### config.mk
export PLATFORM = sky130hd
export DESIGN_NAME = instr_encoder
export DESIGN_NICKNAME = d
export VERILOG_FILES = /design/src/rtl/riscv_pkg.sv /design/src/rtl/imm_scatter.sv /design/src/rtl/instr_encoder.sv
export SDC_FILE = /design/constraint.sdc
export NUM_CORES = 1
export LEC_CHECK = 0
export ABC_CLOCK_PERIOD_IN_PS = 3200
export BUFFER_PORTS_ARGS = -buffer_cell sky130_fd_sc_hd__buf_2
export CAP_MARGIN = 30
export CELL_PAD_IN_SITES_DETAIL_PLACEMENT = 0
export CELL_PAD_IN_SITES_GLOBAL_PLACEMENT = 2
export CORE_ASPECT_RATIO = 0.75
export CORE_MARGIN = 2
export CORE_UTILIZATION = 33
export CTS_CLUSTER_SIZE = 14
export DETAILED_ROUTE_END_ITERATION = 7
export PLACE_DENSITY_LB_ADDON = 0.2
export SETUP_SLACK_MARGIN = 0.5
export SYNTH_ARGS = -nofsm -noshare
export SYNTH_HDL_FRONTEND = slang
export SYNTH_SLANG_ARGS = --single-unit
### constraint.sdc
create_clock -name clk -period 3.2 [get_ports clk]
set_input_delay 0.48 -clock clk [delete_from_list [all_inputs] [get_ports clk]]
set_output_delay 0.48 -clock clk [all_outputs]
set_load 0.02 [all_outputs]
### src/rtl/riscv_pkg.sv
// Shared RV32I encoding constants: major opcodes, instruction formats and the canonical NOP.
package riscv_pkg;

  localparam logic [6:0] OP_LUI    = 7'b0110111;
  localparam logic [6:0] OP_AUIPC  = 7'b0010111;
  localparam logic [6:0] OP_JAL    = 7'b1101111;
  localparam logic [6:0] OP_JALR   = 7'b1100111;
  localparam logic [6:0] OP_BRANCH = 7'b1100011;
  localparam logic [6:0] OP_LOAD   = 7'b0000011;
  localparam logic [6:0] OP_STORE  = 7'b0100011;
  localparam logic [6:0] OP_IMM    = 7'b0010011;
  localparam logic [6:0] OP_REG    = 7'b0110011;

  localparam logic [31:0] NOP = 32'h00000013;

  typedef enum logic [2:0] {FMT_U, FMT_J, FMT_I, FMT_S, FMT_B, FMT_R, FMT_BAD} fmt_e;

  typedef enum logic [1:0] {ST_LOAD, ST_DRAIN, ST_DONE} state_e;

  function automatic fmt_e fmt_of(input logic [6:0] op);
    case (op)
      OP_LUI, OP_AUIPC:          return FMT_U;
      OP_JAL:                    return FMT_J;
      OP_JALR, OP_LOAD, OP_IMM:  return FMT_I;
      OP_STORE:                  return FMT_S;
      OP_BRANCH:                 return FMT_B;
      OP_REG:                    return FMT_R;
      default:                   return FMT_BAD;
    endcase
  endfunction

endpackage

### src/rtl/imm_scatter.sv
// Combinational RV32I field packer: places the immediate per format and flags encode errors.
// Optional immediate range/alignment checks are compiled in with IMM_CHECK_EN.
module imm_scatter
  import riscv_pkg::*;
(
  input  logic [6:0]        opcode,
  input  logic [4:0]        rd,
  input  logic [4:0]        rs1,
  input  logic [4:0]        rs2,
  input  logic [2:0]        funct3,
  input  logic [6:0]        funct7,
  input  logic signed [31:0] imm,
  output logic [31:0]       instr,
  output logic              enc_err
);

`ifdef IMM_CHECK_EN
  // True when v is representable as an n-bit two's complement value.
  function automatic logic fits_s(input logic signed [31:0] v, input int n);
    logic signed [31:0] t;
    t = v >>> (n - 1);
    return (t == 32'sd0) || (t == -32'sd1);
  endfunction
`endif

  fmt_e fmt;
  logic is_shift;

  always_comb begin
    fmt      = fmt_of(opcode);
    is_shift = (opcode == OP_IMM) && (funct3[1:0] == 2'b01);
    instr    = NOP;
    enc_err  = 1'b0;
    case (fmt)
      FMT_U: instr = {imm[31:12], rd, opcode};
      FMT_J: instr = {imm[20], imm[10:1], imm[11], imm[19:12], rd, opcode};
      FMT_I: begin
        if (is_shift) instr = {funct7, imm[4:0], rs1, funct3, rd, opcode};
        else          instr = {imm[11:0], rs1, funct3, rd, opcode};
      end
      FMT_S: instr = {imm[11:5], rs2, rs1, funct3, imm[4:0], opcode};
      FMT_B: instr = {imm[12], imm[10:5], rs2, rs1, funct3, imm[4:1], imm[11], opcode};
      FMT_R: instr = {funct7, rs2, rs1, funct3, rd, opcode};
      default: enc_err = 1'b1;
    endcase
`ifdef IMM_CHECK_EN
    case (fmt)
      FMT_U: enc_err = enc_err | (imm[11:0] != 12'd0);
      FMT_J: enc_err = enc_err | !fits_s(imm, 21) | imm[0];
      FMT_I: enc_err = enc_err | (is_shift ? (imm[31:5] != 27'd0) : !fits_s(imm, 12));
      FMT_S: enc_err = enc_err | !fits_s(imm, 12);
      FMT_B: enc_err = enc_err | !fits_s(imm, 13) | imm[0];
      default: ;
    endcase
`endif
  end

endmodule

### src/rtl/instr_encoder.sv
// Streaming RV32I instruction encoder with a 2-entry skid buffer and sequential word addresses.
// Build option: IMM_CHECK_EN enables immediate range/alignment error checks in imm_scatter.
module instr_encoder
  import riscv_pkg::*;
#(
  parameter int              ADDR_W    = 10,
  parameter logic [ADDR_W-1:0] BASE_ADDR = '0
) (
  input  logic               clk,
  input  logic               rst_n,
  input  logic               clear,
  input  logic               in_valid,
  output logic               in_ready,
  input  logic [6:0]         in_opcode,
  input  logic [4:0]         in_rd,
  input  logic [4:0]         in_rs1,
  input  logic [4:0]         in_rs2,
  input  logic [2:0]         in_funct3,
  input  logic [6:0]         in_funct7,
  input  logic signed [31:0] in_imm,
  input  logic               in_last,
  output logic               out_valid,
  input  logic               out_ready,
  output logic [31:0]        out_instr,
  output logic [ADDR_W-1:0]  out_addr,
  output logic               done,
  output logic               err,
  output logic [7:0]         err_cnt
);

  state_e state_q, state_d;
  logic [1:0] cnt_q, cnt_d;
  logic rdy_q;
  logic [ADDR_W-1:0] addr_q;
  logic err_q;
  logic [7:0] err_cnt_q;
  logic accept, pop;

  // Stage p0: combinational encode of the offered fields.
  logic [31:0] instr_p0;
  logic        enc_err_p0;

  imm_scatter u_scatter (
    .opcode  (in_opcode),
    .rd      (in_rd),
    .rs1     (in_rs1),
    .rs2     (in_rs2),
    .funct3  (in_funct3),
    .funct7  (in_funct7),
    .imm     (in_imm),
    .instr   (instr_p0),
    .enc_err (enc_err_p0)
  );

  // Stage p1: skid buffer, entry 0 is the head presented on the output.
  logic [31:0]       instr0_p1, instr1_p1;
  logic [ADDR_W-1:0] addr0_p1, addr1_p1;

  assign in_ready  = rdy_q && !clear;
  assign accept    = in_valid && in_ready;
  assign out_valid = (cnt_q != 2'd0);
  assign pop       = out_valid && out_ready;
  assign out_instr = instr0_p1;
  assign out_addr  = addr0_p1;
  assign done      = (state_q == ST_DONE);
  assign err       = err_q;
  assign err_cnt   = err_cnt_q;

  always_comb begin
    cnt_d = cnt_q;
    if (clear) cnt_d = 2'd0;
    else       cnt_d = cnt_q + 2'(accept) - 2'(pop);
  end

  always_comb begin
    state_d = state_q;
    case (state_q)
      ST_LOAD:  if (accept && in_last) state_d = ST_DRAIN;
      ST_DRAIN: if (cnt_q == 2'd0) state_d = ST_DONE;
      ST_DONE:  state_d = ST_DONE;
      default:  state_d = ST_LOAD;
    endcase
    if (clear) state_d = ST_LOAD;
  end

  always_ff @(posedge clk or negedge rst_n) begin
    if (!rst_n) begin
      state_q   <= ST_LOAD;
      cnt_q     <= 2'd0;
      rdy_q     <= 1'b1;
      addr_q    <= BASE_ADDR;
      err_q     <= 1'b0;
      err_cnt_q <= 8'd0;
      instr0_p1 <= '0;
      instr1_p1 <= '0;
      addr0_p1  <= BASE_ADDR;
      addr1_p1  <= BASE_ADDR;
    end else begin
      state_q <= state_d;
      cnt_q   <= cnt_d;
      // Ready is registered from next-state occupancy so it never needs a combinational path from out_ready.
      rdy_q   <= (state_d == ST_LOAD) && (cnt_d != 2'd2);
      if (clear) begin
        addr_q    <= BASE_ADDR;
        err_q     <= 1'b0;
        err_cnt_q <= 8'd0;
      end else if (accept) begin
        addr_q <= addr_q + ADDR_W'(1);
        if (enc_err_p0) begin
          err_q <= 1'b1;
          if (err_cnt_q != 8'hFF) err_cnt_q <= err_cnt_q + 8'd1;
        end
      end
      if (!clear) begin
        case ({accept, pop})
          2'b10: begin
            if (cnt_q == 2'd0) begin
              instr0_p1 <= instr_p0;
              addr0_p1  <= addr_q;
            end else begin
              instr1_p1 <= instr_p0;
              addr1_p1  <= addr_q;
            end
          end
          2'b01: begin
            if (cnt_q == 2'd2) begin
              instr0_p1 <= instr1_p1;
              addr0_p1  <= addr1_p1;
            end
          end
          2'b11: begin
            if (cnt_q == 2'd2) begin
              instr0_p1 <= instr1_p1;
              addr0_p1  <= addr1_p1;
              instr1_p1 <= instr_p0;
              addr1_p1  <= addr_q;
            end else begin
              instr0_p1 <= instr_p0;
              addr0_p1  <= addr_q;
            end
          end
          default: ;
        endcase
      end
    end
  end

endmodule

==> qor.yml <==
outcome:
  outcome: "finished clean"
worst_setup_path:
  crit_type: "reg2reg"
  worst_ep_required_time_ns: 3.45
  reg2reg_to: "out_instr[25]"
  reg2reg_from: "cnt_q[0]"
  crit_fanout: 7
  cp-start-kind: "register"
  reg2regPathDepth: 10
  arrival_ns: 2.88
  r2r_slack_ns: 0.57
  critPathCaptureType: "register"
sta:
  tns_ns: 0
  slew_headroom_pct: 58.76
  rsz0062_at_grt: "yes"
  timing.final.crit_share_pct: 82.11
  slew_violations: 0
  period_needed_ns: 2.627
  setup_viol: 0
  worst_slew_pin_slew_ns: 0.6131
  clock.fmax_mhz: 380.6
  hold_viol_final: 0
  finClkSkew_ns: 0.01085
global_route:
  grt_max_degree: 70
  grt_pass1_wl_um: 28030
  grt_antenna_before_repair: 0
  grt_overflow: 0
  first_global_vias: 5115
  grtUsageTotal_pct: 19.19
yosys:
  yosys-top-cells-area: "dfrtp_1, nand2_1, nor2_1"
  yosys.area.top_type: "dfrtp_1"
  syn-instance-count: 632
  synth_cell_types: 66
  async_reset_ff_share_pct: 100.0
  yosysWarnings: 0
  syn_avg_cell_area_sq_um: 9.018
  synth_top_cell_area_share_pct: 46.98
  netlist_area_sq_mm: 0.005699
  synth_common_cells: "nand2_1, dfrtp_1, nor2_1"
  ys_seq_elements: 108
  syn-num-nets: 711
  ys.flop_type: "dfrtp_1"
  seq_area_frac_synth_pct: 47.44
  yosysMostFrequentCell: "nand2_1"
  synth_edf_count: 0
detailed_routing:
  num_vias: 5181
  drt-total-wl_um: 17440
  drt_iter0_markers: 260
  first_pass_iters: 5
  ant_nets: 0
  drc: 0
  viasPerCell: 5.308
  wl_per_cell_um: 17.86
flow_run:
  cap_violations: 0
placement:
  hpwl_um: 12500
  dp.cells: 955
  place_congestion: 0.8166
  port_buffers: 123
floorplan:
  core_sq_mm: 0.01688
  rows: 41
  io_pins: 124
  die_w_um: 155.7
  dieArea_sq_mm: 0.01835
  start_util_pct: 33.77
  die_h_um: 117.8
clocking:
  cts_sinks: 108
  clk_latency_ns: 0.35
  cts_tree: "built"
  clock_path_buffers: 2
  cts_root_buf: "clkbuf_16"
  cts_buffers: 9
  clk_pin_slew_worst_paths_ns: 0.07
  cts_htree_levels: 3
power:
  ir_drop_mv: 0.2511
  pwr_density_cell_mw_per_mm2: 655.2
  leakage_nw: 3.301
worst_hold_path:
  hold_end: "state_q[0]"
  min_from: "in_last"
  hold_depth: 3
  min_path_type: "in2reg"
finish:
  areaGrowthSynthToFinish_pct: 23.78
  fill_cells: 1723
  drive_gt1_share_pct: 26.28
  num-nets-final: 835
  n_antenna_cell: 0
  utilization_pct: 41.80
  layoutNonFillerInstCount: 976
==> worst max-delay path by stage <==
stage / from / end / cells after the start
2_1_floorplan: cnt_q[1] / out_instr[28] / 12
4_1_cts: cnt_q[1] / out_instr[10] / 11
6_report: cnt_q[0] / out_instr[25] / 10
5_1_grt: in_opcode[5] / instr1_p1[20] / 10
3_5_place_dp: cnt_q[1] / out_instr[8] / 10
3_3_place_gp: cnt_q[1] / out_instr[7] / 10
==> cells by family (layout without fill, tap and decap cells) <==
group,count (synthesis),in the layout,synth area share [%]
XOR/XNOR,14,14,2.152
AND/OR/NAND/NOR,279,279,22.13
flip-flops,108,108,47.44
AO/OA/AOI/OAI,168,168,20.57
multiplexers,7,7,1.251
buffers and inverters,47,176,4.479
adder cells (fa/ha/maj),9,9,1.976
==> power by group <==
group	internal (mW)	leakage [nW]	switching, mW
combinational	0.605	1.75	1.04
sequential	1.68	1.42	0.196
clock	0.545	0.134	0.547
total	2.83	3.30	1.79
==> registers in the layout (all words and copies together) (netlist names), 2 cells and up <==
signal     flops
instr1_p1     32
state_q        2
addr_q        10
addr1_p1      10
out_instr     32
err_cnt        8
out_addr      10
cnt_q          2
==> critical path, cell delays in order (launching register included) <==
cell and delay, ns:
dfrtp_2 0.45, or2_4 0.31, nand2_8 0.12, clkinvlp_4 0.11, ha_2 0.23, mux2_2 0.29, o22ai_4 0.18, nand3_1 0.25
a21oi_2 0.30, a32oi_1 0.09, a22oi_1 0.22
==> final cells by class <==
type / instances / area (sq um) / share of cell area, %
clock buffer: 10 / 229.0 / 3.246
clock inverter: 6 / 60.06 / 0.8514
inverter: 10 / 41.29 / 0.5853
multi-input combinational: 477 / 2865 / 40.62
sequential: 108 / 2705 / 38.35
tap: 215 / 269.0 / 3.813
timing repair buffer: 150 / 884.6 / 12.54
==> stage by stage <==
stage	hold WS [ns]	worst slack (ns)	power (mW)	area, sq um
2_1_floorplan	0.1844	0.5559	2.874	5708
3_3_place_gp	0.4538	0.2496	3.428	6580
3_5_place_dp	0.3397	0.1050	3.466	6608
4_1_cts	0.4296	0.5129	4.596	6967
5_1_grt	0.4393	0.4701	4.920	7054
6_report	0.4433	0.5726	4.622	7054
==> repair_timing <==
item,CTS,global route
endpoints found under the setup margin,34,37
resized for setup,8,14
pin swaps,0,2
buffers inserted,1,3
hold buffers,1,0
endpoints found under the hold margin,10,0
==> routing by layer <==
metal	up-vias	wire length, um	track usage, %	part of all wire (%)
met3	5	1011	3.903	5.8
met4	0	77	3.096	0.44
li1	2510	-	-	-
met1	2515	8680	28.41	50
met2	151	7666	29.45	44
met5	-	0	0	0
==> cells in the final DEF, fill, tap and decap left out, types with 3 or more instances in the layout <==
| cell | Yosys | layout |
|---|---|---|
| dfrtp_1 | 107 | 106 |
| a21o_1 | 6 | 6 |
| mux2i_1 | 6 | 6 |
| buf_12 | 0 | 3 |
| nand4_1 | 4 | 4 |
| nand3_1 | 23 | 23 |
| xor2_1 | 11 | 11 |
| a221oi_1 | 22 | 18 |
| clkinvlp_4 | 0 | 3 |
| a221oi_2 | 0 | 4 |
| buf_4 | 2 | 22 |
| nand2_1 | 124 | 121 |
| and3_1 | 8 | 8 |
| nor2_1 | 81 | 80 |
| o22ai_1 | 15 | 12 |
| a222oi_1 | 3 | 3 |
| xnor2_1 | 3 | 3 |
| inv_1 | 10 | 9 |
| a21oi_1 | 33 | 32 |
| a32oi_1 | 13 | 13 |
| o2111a_1 | 3 | 3 |
| a31oi_1 | 3 | 3 |
| a22oi_1 | 10 | 10 |
| a21boi_0 | 5 | 5 |
| nor2b_1 | 5 | 5 |
| ha_1 | 9 | 7 |
| clkbuf_16 | 0 | 9 |
| nand4b_1 | 5 | 5 |
| a22o_1 | 5 | 5 |
| or3_1 | 3 | 3 |
| buf_2 | 1 | 122 |
| nand3b_1 | 5 | 5 |
| o21ai_0 | 32 | 31 |
Note: power is estimated with default switching activity, not from simulation.
